===== src/rtl/instr_encoder.sv =====
// RV32I instruction encoder: registers decoded fields, range-checks the immediate,
// packs a 32-bit word and queues {word, err} in a small output FIFO.
module instr_encoder #(
    parameter int unsigned DEPTH = 2,
    parameter int unsigned CNT_W = 16
) (
    input  logic             clk,
    input  logic             reset,
    input  logic             in_valid,
    output logic             in_ready,
    input  logic [2:0]       fmt,
    input  logic [6:0]       opcode,
    input  logic [4:0]       rd,
    input  logic [4:0]       rs1,
    input  logic [4:0]       rs2,
    input  logic [2:0]       funct3,
    input  logic [6:0]       funct7,
    input  logic [31:0]      imm,
    output logic             out_valid,
    input  logic             out_ready,
    output logic [31:0]      out_instr,
    output logic             out_err,
    output logic [CNT_W-1:0] enc_count,
    output logic [CNT_W-1:0] err_count
);

    localparam int unsigned AW = (DEPTH > 1) ? $clog2(DEPTH) : 1;
    localparam int unsigned CW = AW + 1;

    localparam logic [2:0] FMT_I = 3'd0;
    localparam logic [2:0] FMT_S = 3'd1;
    localparam logic [2:0] FMT_B = 3'd2;
    localparam logic [2:0] FMT_J = 3'd3;
    localparam logic [2:0] FMT_U = 3'd4;
    localparam logic [2:0] FMT_R = 3'd5;

    typedef struct packed {
        logic [31:0] word;
        logic        err;
    } entry_t;

    logic        s1_valid;
    logic [2:0]  s1_fmt;
    logic [6:0]  s1_opcode;
    logic [4:0]  s1_rd;
    logic [4:0]  s1_rs1;
    logic [4:0]  s1_rs2;
    logic [2:0]  s1_funct3;
    logic [6:0]  s1_funct7;
    logic [31:0] s1_imm;

    logic        s1_err;
    logic [31:0] s1_word;

    entry_t      mem [DEPTH];
    logic [AW-1:0] wr_ptr;
    logic [AW-1:0] rd_ptr;
    logic [CW-1:0] count;

    logic full;
    logic pop;
    logic push;
    logic accept;

    assign full      = (count == CW'(DEPTH));
    assign out_valid = (count != CW'(0));
    assign pop       = out_valid && out_ready;
    assign push      = s1_valid && (!full || pop);
    assign in_ready  = !s1_valid || !full || pop;
    assign accept    = in_valid && in_ready;

    assign out_instr = mem[rd_ptr].word;
    assign out_err   = mem[rd_ptr].err;

    // Immediate must survive the truncation the target format applies.
    always_comb begin
        s1_err = 1'b0;
        case (s1_fmt)
            FMT_I, FMT_S: s1_err = ({{20{s1_imm[11]}}, s1_imm[11:0]} != s1_imm);
            FMT_B:        s1_err = ({{19{s1_imm[12]}}, s1_imm[12:0]} != s1_imm) || s1_imm[0];
            FMT_J:        s1_err = ({{11{s1_imm[20]}}, s1_imm[20:0]} != s1_imm) || s1_imm[0];
            FMT_U:        s1_err = (s1_imm[11:0] != 12'd0);
            FMT_R:        s1_err = 1'b0;
            default:      s1_err = 1'b1;
        endcase
    end

    always_comb begin
        s1_word = 32'h0;
        case (s1_fmt)
            FMT_I: s1_word = {s1_imm[11:0], s1_rs1, s1_funct3, s1_rd, s1_opcode};
            FMT_S: s1_word = {s1_imm[11:5], s1_rs2, s1_rs1, s1_funct3, s1_imm[4:0], s1_opcode};
            FMT_B: s1_word = {s1_imm[12], s1_imm[10:5], s1_rs2, s1_rs1, s1_funct3,
                              s1_imm[4:1], s1_imm[11], s1_opcode};
            FMT_J: s1_word = {s1_imm[20], s1_imm[10:1], s1_imm[11], s1_imm[19:12],
                              s1_rd, s1_opcode};
            FMT_U: s1_word = {s1_imm[31:12], s1_rd, s1_opcode};
            FMT_R: s1_word = {s1_funct7, s1_rs2, s1_rs1, s1_funct3, s1_rd, s1_opcode};
            default: s1_word = 32'h0;
        endcase
        if (s1_err) begin
            s1_word = 32'h0;
        end
    end

    // Stage 1 field register; a push frees it in the same cycle a new accept reloads it.
    always_ff @(posedge clk or posedge reset) begin
        if (reset) begin
            s1_valid  <= 1'b0;
            s1_fmt    <= 3'd0;
            s1_opcode <= 7'd0;
            s1_rd     <= 5'd0;
            s1_rs1    <= 5'd0;
            s1_rs2    <= 5'd0;
            s1_funct3 <= 3'd0;
            s1_funct7 <= 7'd0;
            s1_imm    <= 32'h0;
        end else if (accept) begin
            s1_valid  <= 1'b1;
            s1_fmt    <= fmt;
            s1_opcode <= opcode;
            s1_rd     <= rd;
            s1_rs1    <= rs1;
            s1_rs2    <= rs2;
            s1_funct3 <= funct3;
            s1_funct7 <= funct7;
            s1_imm    <= imm;
        end else if (push) begin
            s1_valid  <= 1'b0;
        end
    end

    always_ff @(posedge clk or posedge reset) begin
        if (reset) begin
            for (int i = 0; i < int'(DEPTH); i++) begin
                mem[i] <= '0;
            end
            wr_ptr <= '0;
            rd_ptr <= '0;
            count  <= '0;
        end else begin
            if (push) begin
                mem[wr_ptr] <= '{word: s1_word, err: s1_err};
                wr_ptr      <= wr_ptr + AW'(1);
            end
            if (pop) begin
                rd_ptr <= rd_ptr + AW'(1);
            end
            if (push && !pop) begin
                count <= count + CW'(1);
            end else if (pop && !push) begin
                count <= count - CW'(1);
            end
        end
    end

    // Saturating statistics.
    always_ff @(posedge clk or posedge reset) begin
        if (reset) begin
            enc_count <= '0;
            err_count <= '0;
        end else if (push) begin
            if (enc_count != '1) begin
                enc_count <= enc_count + CNT_W'(1);
            end
            if (s1_err && (err_count != '1)) begin
                err_count <= err_count + CNT_W'(1);
            end
        end
    end

endmodule


===== config.mk =====
export PLATFORM = sky130hd
export DESIGN_NAME = instr_encoder
export DESIGN_NICKNAME = d
export VERILOG_FILES = /design/src/rtl/instr_encoder.sv
export SDC_FILE = /design/constraint.sdc
export NUM_CORES = 1
export LEC_CHECK = 0
export CORE_MARGIN = 2
export CORE_UTILIZATION = 45
export DETAILED_ROUTE_END_ITERATION = 6
export DONT_BUFFER_PORTS = 1
export MAX_ROUTING_LAYER = met4
export SLEW_MARGIN = 20
export SYNTH_ARGS = -nofsm -noshare
export SYNTH_HDL_FRONTEND = slang
export SYNTH_SLANG_ARGS = --single-unit

===== constraint.sdc =====
create_clock -name clk -period 19.3 [get_ports clk]
set_clock_uncertainty 0.2 [all_clocks]
set_input_delay 4.825 -clock clk [delete_from_list [all_inputs] [get_ports clk]]
set_output_delay 4.825 -clock clk [all_outputs]
set_load 0.005 [all_outputs]

# After elaboration in Yosys (flattened, before gate mapping)

Cells that the tools add are included.

Add/sub/neg operators: 6
Multiply operators: 0
Divide/modulo/power cells: 0
$lt $le $gt $ge: 3
Equality and inequality tests: 11
Shift operators: 0
Multiplexer cells: 13
Bitwise operators: 2
Reductions and logical operators: 24

Operator list:

| operator                                                 | number |
|---|---|
| one-hot mux 32 bit (6 select lines)                      | 1 |
| two-way mux 33 bit                                       | 4 |
| bitwise mux 66 bit                                       | 1 |
| demux 33 bit (select 1 bit)                              | 1 |
| adder 16 x 1 -> 16 bit, second input constant            | 2 |
| two-way mux 32 bit                                       | 1 |
| inequality test 16 bit, second input constant            | 2 |
| inequality test 20 bit                                   | 1 |
| inequality test 19 bit                                   | 1 |
| nonzero test 12 bit                                      | 1 |
| inequality test 11 bit                                   | 1 |
| logical AND 1 bit                                        | 7 |
| == test 3 x 2 -> 1 bit, second input constant            | 2 |
| == test 3 bit, second input constant                     | 2 |
| nonzero test 2 bit                                       | 3 |
| logical OR 1 bit                                         | 5 |
| one-hot mux 1 bit (5 select lines)                       | 1 |
| greater-or-equal comparator 2 bit, second input constant | 2 |
| zero test 1 bit                                          | 4 |
| two-way mux 2 bit                                        | 2 |
| inverter 1 -> 2 bit                                      | 2 |
| AND reduction 2 bit                                      | 2 |
| == test 3 x 1 -> 1 bit, second input constant            | 1 |
| zero test 3 bit                                          | 1 |
| other kinds (7)                                          | 9 |

Register bits after elaboration: 170
Latch bits: 0
RAM bits: 0
Bits in read-only memories: 0
Input port bits: 71
Output and inout port bits: 67
Logic and storage cells: 77
Memories: 0

# Depth between registers and ports, before layout

Gate-level depths: netlist (run 1).

Depth after elaboration: 8
Depth in mapped cells: 10
Mapped depth without buffers: 8

# Worst setup path before layout (run 1)

No wires, ideal clock.

Path type: input -> output
From: in out_ready
To: out in_ready
Arrival: 5130 ps
Required time: 14275 ps
Slack: 9145 ps
Stages on the path: 2
Buffers on the path: 0
Cell sequence: nor3b_1 > nand2_1

Longest elaborated chain between the ends: 2

RTL lines:

| what               | line | source |
|---|---|---|
| start: declaration | 20   | `input logic out_ready,` |
| logical AND 1 bit  | 67   | `assign pop = out_valid && out_ready;` |
| logical OR 1 bit   | 69   | `assign in_ready = !s1_valid \|\| !full \|\| pop;` |
| end: declaration   | 10   | `output logic in_ready,` |

No other way between the ends.

# Worst setup path after layout (run 1)

Same ends and word-level chain as after synthesis.

==> summary.txt, run 1 <==
Run status
  • Outcome: finished clean

Placement
  • Placed cell count: 928
  • Post-DP HPWL: 12.41 mm
  • GP Congestion: 0.8460
  • Dpl cell area: roughly 0.0082 mm2
  • Pre-CTS WS: 8891 ps
  • PortBufs: 0

Setup path
  • Slowest-stage cell, CP: nor3b_1
  • Top delay family on crit path: simple AND/OR/NAND/NOR gates
  • Cell Chain, Critical Path: nor3b_1 -> nand2_1
  • Largest stage delay, worst path: 350 ps
  • Setup crit start kind: input port
  • Worst Path Buf+Inv: 0
  • CP Capture Type: primary output
  • Arrival time worst endpoint: 5370 ps
  • Critical path peak fanout: 3
  • Required @ worst endpoint: between 10000 and 15000 ps
  • Kind of critical path: input port to primary output

Floorplanning
  • IO Count: 138
  • Initial Util: 46.27%
  • DIE AREA: 0.01893 mm2
  • Core area: 0.01736 mm2
  • FP Rows: 48
  • Chip Height: between 100 and 150 um
  • Chip Width: 137.6 um

GRT
  • Largest net degree at the start of global routing: 106
  • Initial antenna violation count: 1
  • Vias in the first global route: 5379
  • First-pass GRT wire length: 28.90 mm
  • All-Layer GR Usage: 20.76%
  • Grt ovf: 0

Timing
  • Normalized max-slew margin: between 30% and 40%
  • Final period util: between 50% and 60%
  • Max-slew violation count: 0
  • Crit path time final: between 10000 and 15000 ps
  • RSZ-0062 raised after global routing: no
  • WHS: 274.5 ps
  • FMAX: 0.09615 GHz
  • Slew @ Worst Pin: between 900 and 1000 ps
  • Sum Neg Setup Slack: 0 ps
  • # setup viols final: 0
  • Final Hold Vio Count: 0
  • Final Worst Setup Slack: 8900 ps

Clocking
  • CTS tree: built
  • H-Tree Depth: 4
  • Post_cts resized: 0
  • Max clock buf depth: 2
  • Clk Latency, worst-skew pair: roughly 420 ps
  • Hold-fix buffers, CTS: 0
  • Reg clk slew, reported paths: 60 ps
  • Clock sink total: 170
  • Post-CTS Setup Inserts: 0
  • Root buffer cell: clkbuf_16
  • Number of buffers created by CTS: 17

Logic synthesis
  • Syn_nets: 815
  • Register area share after synthesis: 52.98%
  • Synthesized cell area: 0.008030 mm2
  • Top_reg_cell synth: dfrtp_1
  • #FFs+latches synth: 170
  • Mean Syn Cell Area: 10.84 um2
  • Fraction of registers with async set/reset: 100.0%
  • Count of cell types in the netlist: 52
  • Syn Inst Count: 741
  • Yosys warning count: 0
  • EDFF count, synth: 0

Power
  • Final Power: 1.220 mW
  • IR drop worst, VDD: 0.00006677 V
  • P per Cell Area: 138.7 mW/mm2
  • LEAKAGE: 3.751 nW

Drt
  • # DRC: 0
  • Final wirelength: 18.25 mm
  • Remaining antenna violation count: 0
  • Pre-Repair DR Iteration Count: 4
  • Drt initial violations: 406
  • DR WL/cell: ~19 um
  • Via Count: 5414
  • Via density: 5.640

Cells and area
  • Final net count: 796
  • Finished Layout Cells: 960
  • Layout cells sized above 1: 22.07%
  • Final Core Density: about half
  • Register Area: 0.004254 mm2
  • Area of the multi-input gates: 0.003557 mm2
  • # fillers: 1553
  • Final Cell Area: 0.008796 mm2
  • P&R area growth vs syn: 9.536%

Worst hold path
  • Hold WC Path Type: flip-flop to flip-flop

Flow run
  • Max Cap Viol: 0
## path summary, 6_finish.rpt
path | from | endpoint | slack (ps) | cells after the start
setup / recovery | out_ready | in_ready | 8900 | 2
hold / removal | mem[24] | mem[24] | 270 | 2
setup reg to reg | s1_fmt[2] | err_count[14] | 15670 | 8
hold reg to reg | mem[24] | mem[24] | 270 | 2
max in group asynchronous | reset | s1_rs1[2] | 13260 | 2
min in group asynchronous | reset | s1_imm[5] | 4250 | 1
## final cells by class
cell class | count | share of cell area (%)
Antenna cell | 1 | 0.02845
Clock buffer | 18 | 4.993
Clock inverter | 13 | 1.892
Inverter | 6 | 0.3129
Multi-Input combinational cell | 518 | 40.44
Sequential cell | 170 | 48.36
Tap cell | 225 | 3.201
Timing Repair Buffer | 9 | 0.7681
## placed cells by master (no fill, tap or decap), types with 3 or more instances in the layout
| cell type | instances |
|---|---|
| inv_1 | 3 |
| mux2_2 | 108 |
| nor3_1 | 12 |
| and4_1 | 3 |
| clkinvlp_4 | 5 |
| nor2_1 | 10 |
| buf_4 | 9 |
| nor2b_1 | 14 |
| xnor2_1 | 12 |
| a22oi_1 | 6 |
| inv_6 | 3 |
| ha_1 | 3 |
| xor2_1 | 20 |
| a21oi_1 | 24 |
| nand2b_1 | 5 |
| clkbuf_16 | 17 |
| o211ai_1 | 5 |
| o21ai_1 | 57 |
| nor4_1 | 9 |
| a221oi_1 | 9 |
| and3_1 | 4 |
| o2bb2ai_1 | 6 |
| nand3_1 | 13 |
| nand4_1 | 13 |
| nand2_1 | 127 |
| dfrtp_1 | 170 |
| o21ai_0 | 21 |
| bufinv_16 | 3 |
| mux2i_1 | 11 |
## cell usage after synthesis (all sizes together) (2+ instances only)
| cell | count | share of area [%] |
|---|---|---|
| nor2 | 10 | 0.47 |
| o211ai | 5 | 0.47 |
| mux2 | 109 | 15 |
| o21ai | 78 | 4.9 |
| clkbuf | 35 | 1.6 |
| and4 | 3 | 0.33 |
| nor4b | 2 | 0.30 |
| nand3 | 13 | 0.81 |
| nor4 | 10 | 0.86 |
| inv | 5 | 0.23 |
| a21oi | 25 | 1.7 |
| nand4 | 13 | 1.0 |
| nand2b | 6 | 0.47 |
| dfrtp | 170 | 53 |
| nor3b | 2 | 0.19 |
| a221oi | 9 | 0.98 |
| xor2 | 20 | 2.2 |
| nor2b | 14 | 1.1 |
| ha | 3 | 0.47 |
| a22oi | 6 | 0.56 |
| buf | 12 | 0.90 |
| nand2 | 129 | 6.0 |
| and3 | 4 | 0.31 |
| mux2i | 11 | 1.4 |
| xnor2 | 12 | 1.3 |
| nor3 | 14 | 1.0 |
| o2bb2ai | 6 | 0.65 |
## logic make-up after synthesis
group	after synthesis	share of synthesized area, %
buffers and inverters	53	2.820
multiplexers	120	16.66
XOR/XNOR	32	3.490
flip-flops	170	52.98
adder cells (fa/ha/maj)	3	0.4675
AO/OA/AOI/OAI	138	10.25
AND/OR/NAND/NOR	225	13.34
## where the power goes
part / switching [mW] / internal, mW
logic: 0.194 / 0.142
registers: 0.0800 / 0.454
clock network: 0.143 / 0.207
total: 0.417 / 0.803
## flip-flops by register name (all words and copies together), names as in the netlist
signal / cells
rd_ptr: 1
s1_opcode: 7
s1_valid: 1
s1_fmt: 3
s1_rd: 5
s1_funct3: 3
wr_ptr: 1
s1_rs1: 5
mem: 66
count: 2
s1_imm: 32
enc_count: 16
s1_funct7: 7
s1_rs2: 5
err_count: 16
## routing by layer
| metal | GRT usage, % | wire length, um |
|---|---|---|
| met2 | 28.86 | 8134 |
| met4 | 5.498 | 195 |
| met3 | 5.923 | 1169 |
| met5 | - | 0 |
| met1 | 29.81 | 8748 |
Power figures use the tool's default switching activity.
==> run 2: changes to the inputs <==
clock period = 10.3 ns   (was 19.3 ns; I/O delays follow)
==> summary.txt, run 2 (synthesized netlist as in run 1, its figures left out) <==
Timing
  • Crit path time final: 5881 ps
  • Max-slew violation count: 0
  • # setup viols final: 0
  • Final Hold Vio Count: 0
  • Normalized max-slew margin: 35.55%
  • Final period util: 57.09%
  • Slew @ Worst Pin: 966.7 ps
  • Sum Neg Setup Slack: 0 ps
  • WHS: 272.3 ps
  • FMAX: 0.1701 GHz
  • RSZ-0062 raised after global routing: no

Power
  • LEAKAGE: 3.766 nW
  • Int Power: ~1.5 mW
  • IR drop worst, VDD: 0.0001464 V
  • Clk network pwr share: 28.8%
  • P per Cell Area: about 260 mW/mm2
  • Gate power share: 27.4%
  • Sw frac: 34.11%
  • Psw: slightly below 0.8 mW
  • Register share of total power: 43.9%

Clocking
  • Post_cts resized: 0
  • Max clock buf depth: 2
  • Root buffer cell: clkbuf_16
  • CTS tree: built
  • Clk Latency, worst-skew pair: 420 ps
  • Post-CTS Setup Inserts: 0
  • Clock sink total: 170
  • Hold-fix buffers, CTS: 0
  • Reg clk slew, reported paths: ~60 ps
  • Number of buffers created by CTS: 17
  • H-Tree Depth: 4

Floorplanning
  • FP Rows: 48
  • DIE AREA: ~0.019 mm2
  • Core area: 0.01736 mm2
  • Initial Util: 46.27%
  • Chip Height: 137.6 um
  • Chip Width: 137.6 um
  • IO Count: 138

Drt
  • Final wirelength: approximately 18 mm
  • DR WL/cell: 18.86 um
  • # DRC: 0
  • Via Count: 5441
  • Pre-Repair DR Iteration Count: 5
  • Via density: ~5.7
  • Drt initial violations: just under 400
  • Remaining antenna violation count: 0

Placement
  • GP Congestion: 0.8161
  • PortBufs: 0
  • Post-DP HPWL: between 10 and 15 mm
  • Placed cell count: 927

Setup path
  • Worst Path Buf+Inv: 0
  • Arrival time worst endpoint: 3110 ps
  • Cell Chain, Critical Path: nor3b_1 -> nand2_1
  • Kind of critical path: input port to primary output
  • Top delay family on crit path: simple AND/OR/NAND/NOR gates
  • Largest stage delay, worst path: 330 ps
  • Slowest-stage cell, CP: nor3b_1
  • Setup crit start kind: input port
  • Required @ worst endpoint: 7530 ps
  • CP Capture Type: primary output
  • Critical path peak fanout: 3

GRT
  • Grt ovf: 0
  • All-Layer GR Usage: 20.51%
  • Largest net degree at the start of global routing: 109
  • First-pass GRT wire length: 28.83 mm
  • Vias in the first global route: between 5000 and 6000
  • Initial antenna violation count: 1

Cells and area
  • Number of flip-flops in the largest register: 66
  • P&R area growth vs syn: 9.489%
  • Finished Layout Cells: 959
  • Final Core Density: 50.66%
  • Most flops, register: mem
  • Layout cells sized above 1: 21.96%
  • Most common cell after layout, fill and taps aside: dfrtp_1
  • Final net count: 795
  • # fillers: roughly 1500
  • Commonest cells after routing, fill and taps aside: dfrtp_1, nand2_1, mux2_2
  • Largest registers: mem: 66 flops, s1_imm: 32 flops

Flow run
  • Max Cap Viol: 0

Worst hold path
  • Hold WC Path Type: flip-flop to flip-flop

Run status
  • Outcome: finished clean
## run 2: final cells by class
class | instances | area, um2 | area share [%]
diodes | 1 | 2.502 | 0.02846
multi-input cells | 518 | 3562 | 40.52
inverters | 6 | 27.53 | 0.3131
clock inverters | 13 | 165.2 | 1.878
clock buffers | 18 | 439.2 | 4.995
well taps | 225 | 281.5 | 3.202
repair buffers | 8 | 60.06 | 0.6831
flip-flops and latches | 170 | 4254 | 48.38
## run 2: through the flow
| stage | area [um2] | worst slack [ps] | power (mW) |
|---|---|---|---|
| 6_report | 8792 | 4419 | 2.282 |
| 5_1_grt | 8792 | 4396 | 2.433 |
| 4_1_cts | 8785 | 4418 | 2.301 |
| 3_5_place_dp | 8180 | 4420 | 1.641 |
| 3_3_place_gp | 8180 | 4415 | 1.611 |
| 2_1_floorplan | 8030 | 2922 | 1.477 |
## run 2: worst paths after layout
path | start | end | slack (ps) | cells after the start
setup reg to reg | s1_fmt[2] | err_count[1] | 6580 | 8
max in group asynchronous | reset | enc_count[10] | 6530 | 2
hold / removal | rd_ptr | rd_ptr | 270 | 1
min in group asynchronous | reset | s1_imm[0] | 1990 | 1
setup / recovery | out_ready | in_ready | 4420 | 2
hold reg to reg | rd_ptr | rd_ptr | 270 | 1
## run 2: per-layer routing
layer / GRT usage, % / routed length, um
met1: 29.55 / 8660
met3: 5.224 / 1095
met5: - / 0
met2: 28.86 / 8104
met4: 5.556 / 223
## run 2: power groups by stage
stage / Sequential, mW / Clock, mW / Combinational (mW)
floorplan: 0.958 / 0 / 0.519
global placement: 1.00 / 0 / 0.611
detailed placement: 1.01 / 0 / 0.628
CTS: 1.00 / 0.669 / 0.631
global route: 1.03 / 0.703 / 0.701
finish: 1.00 / 0.657 / 0.625
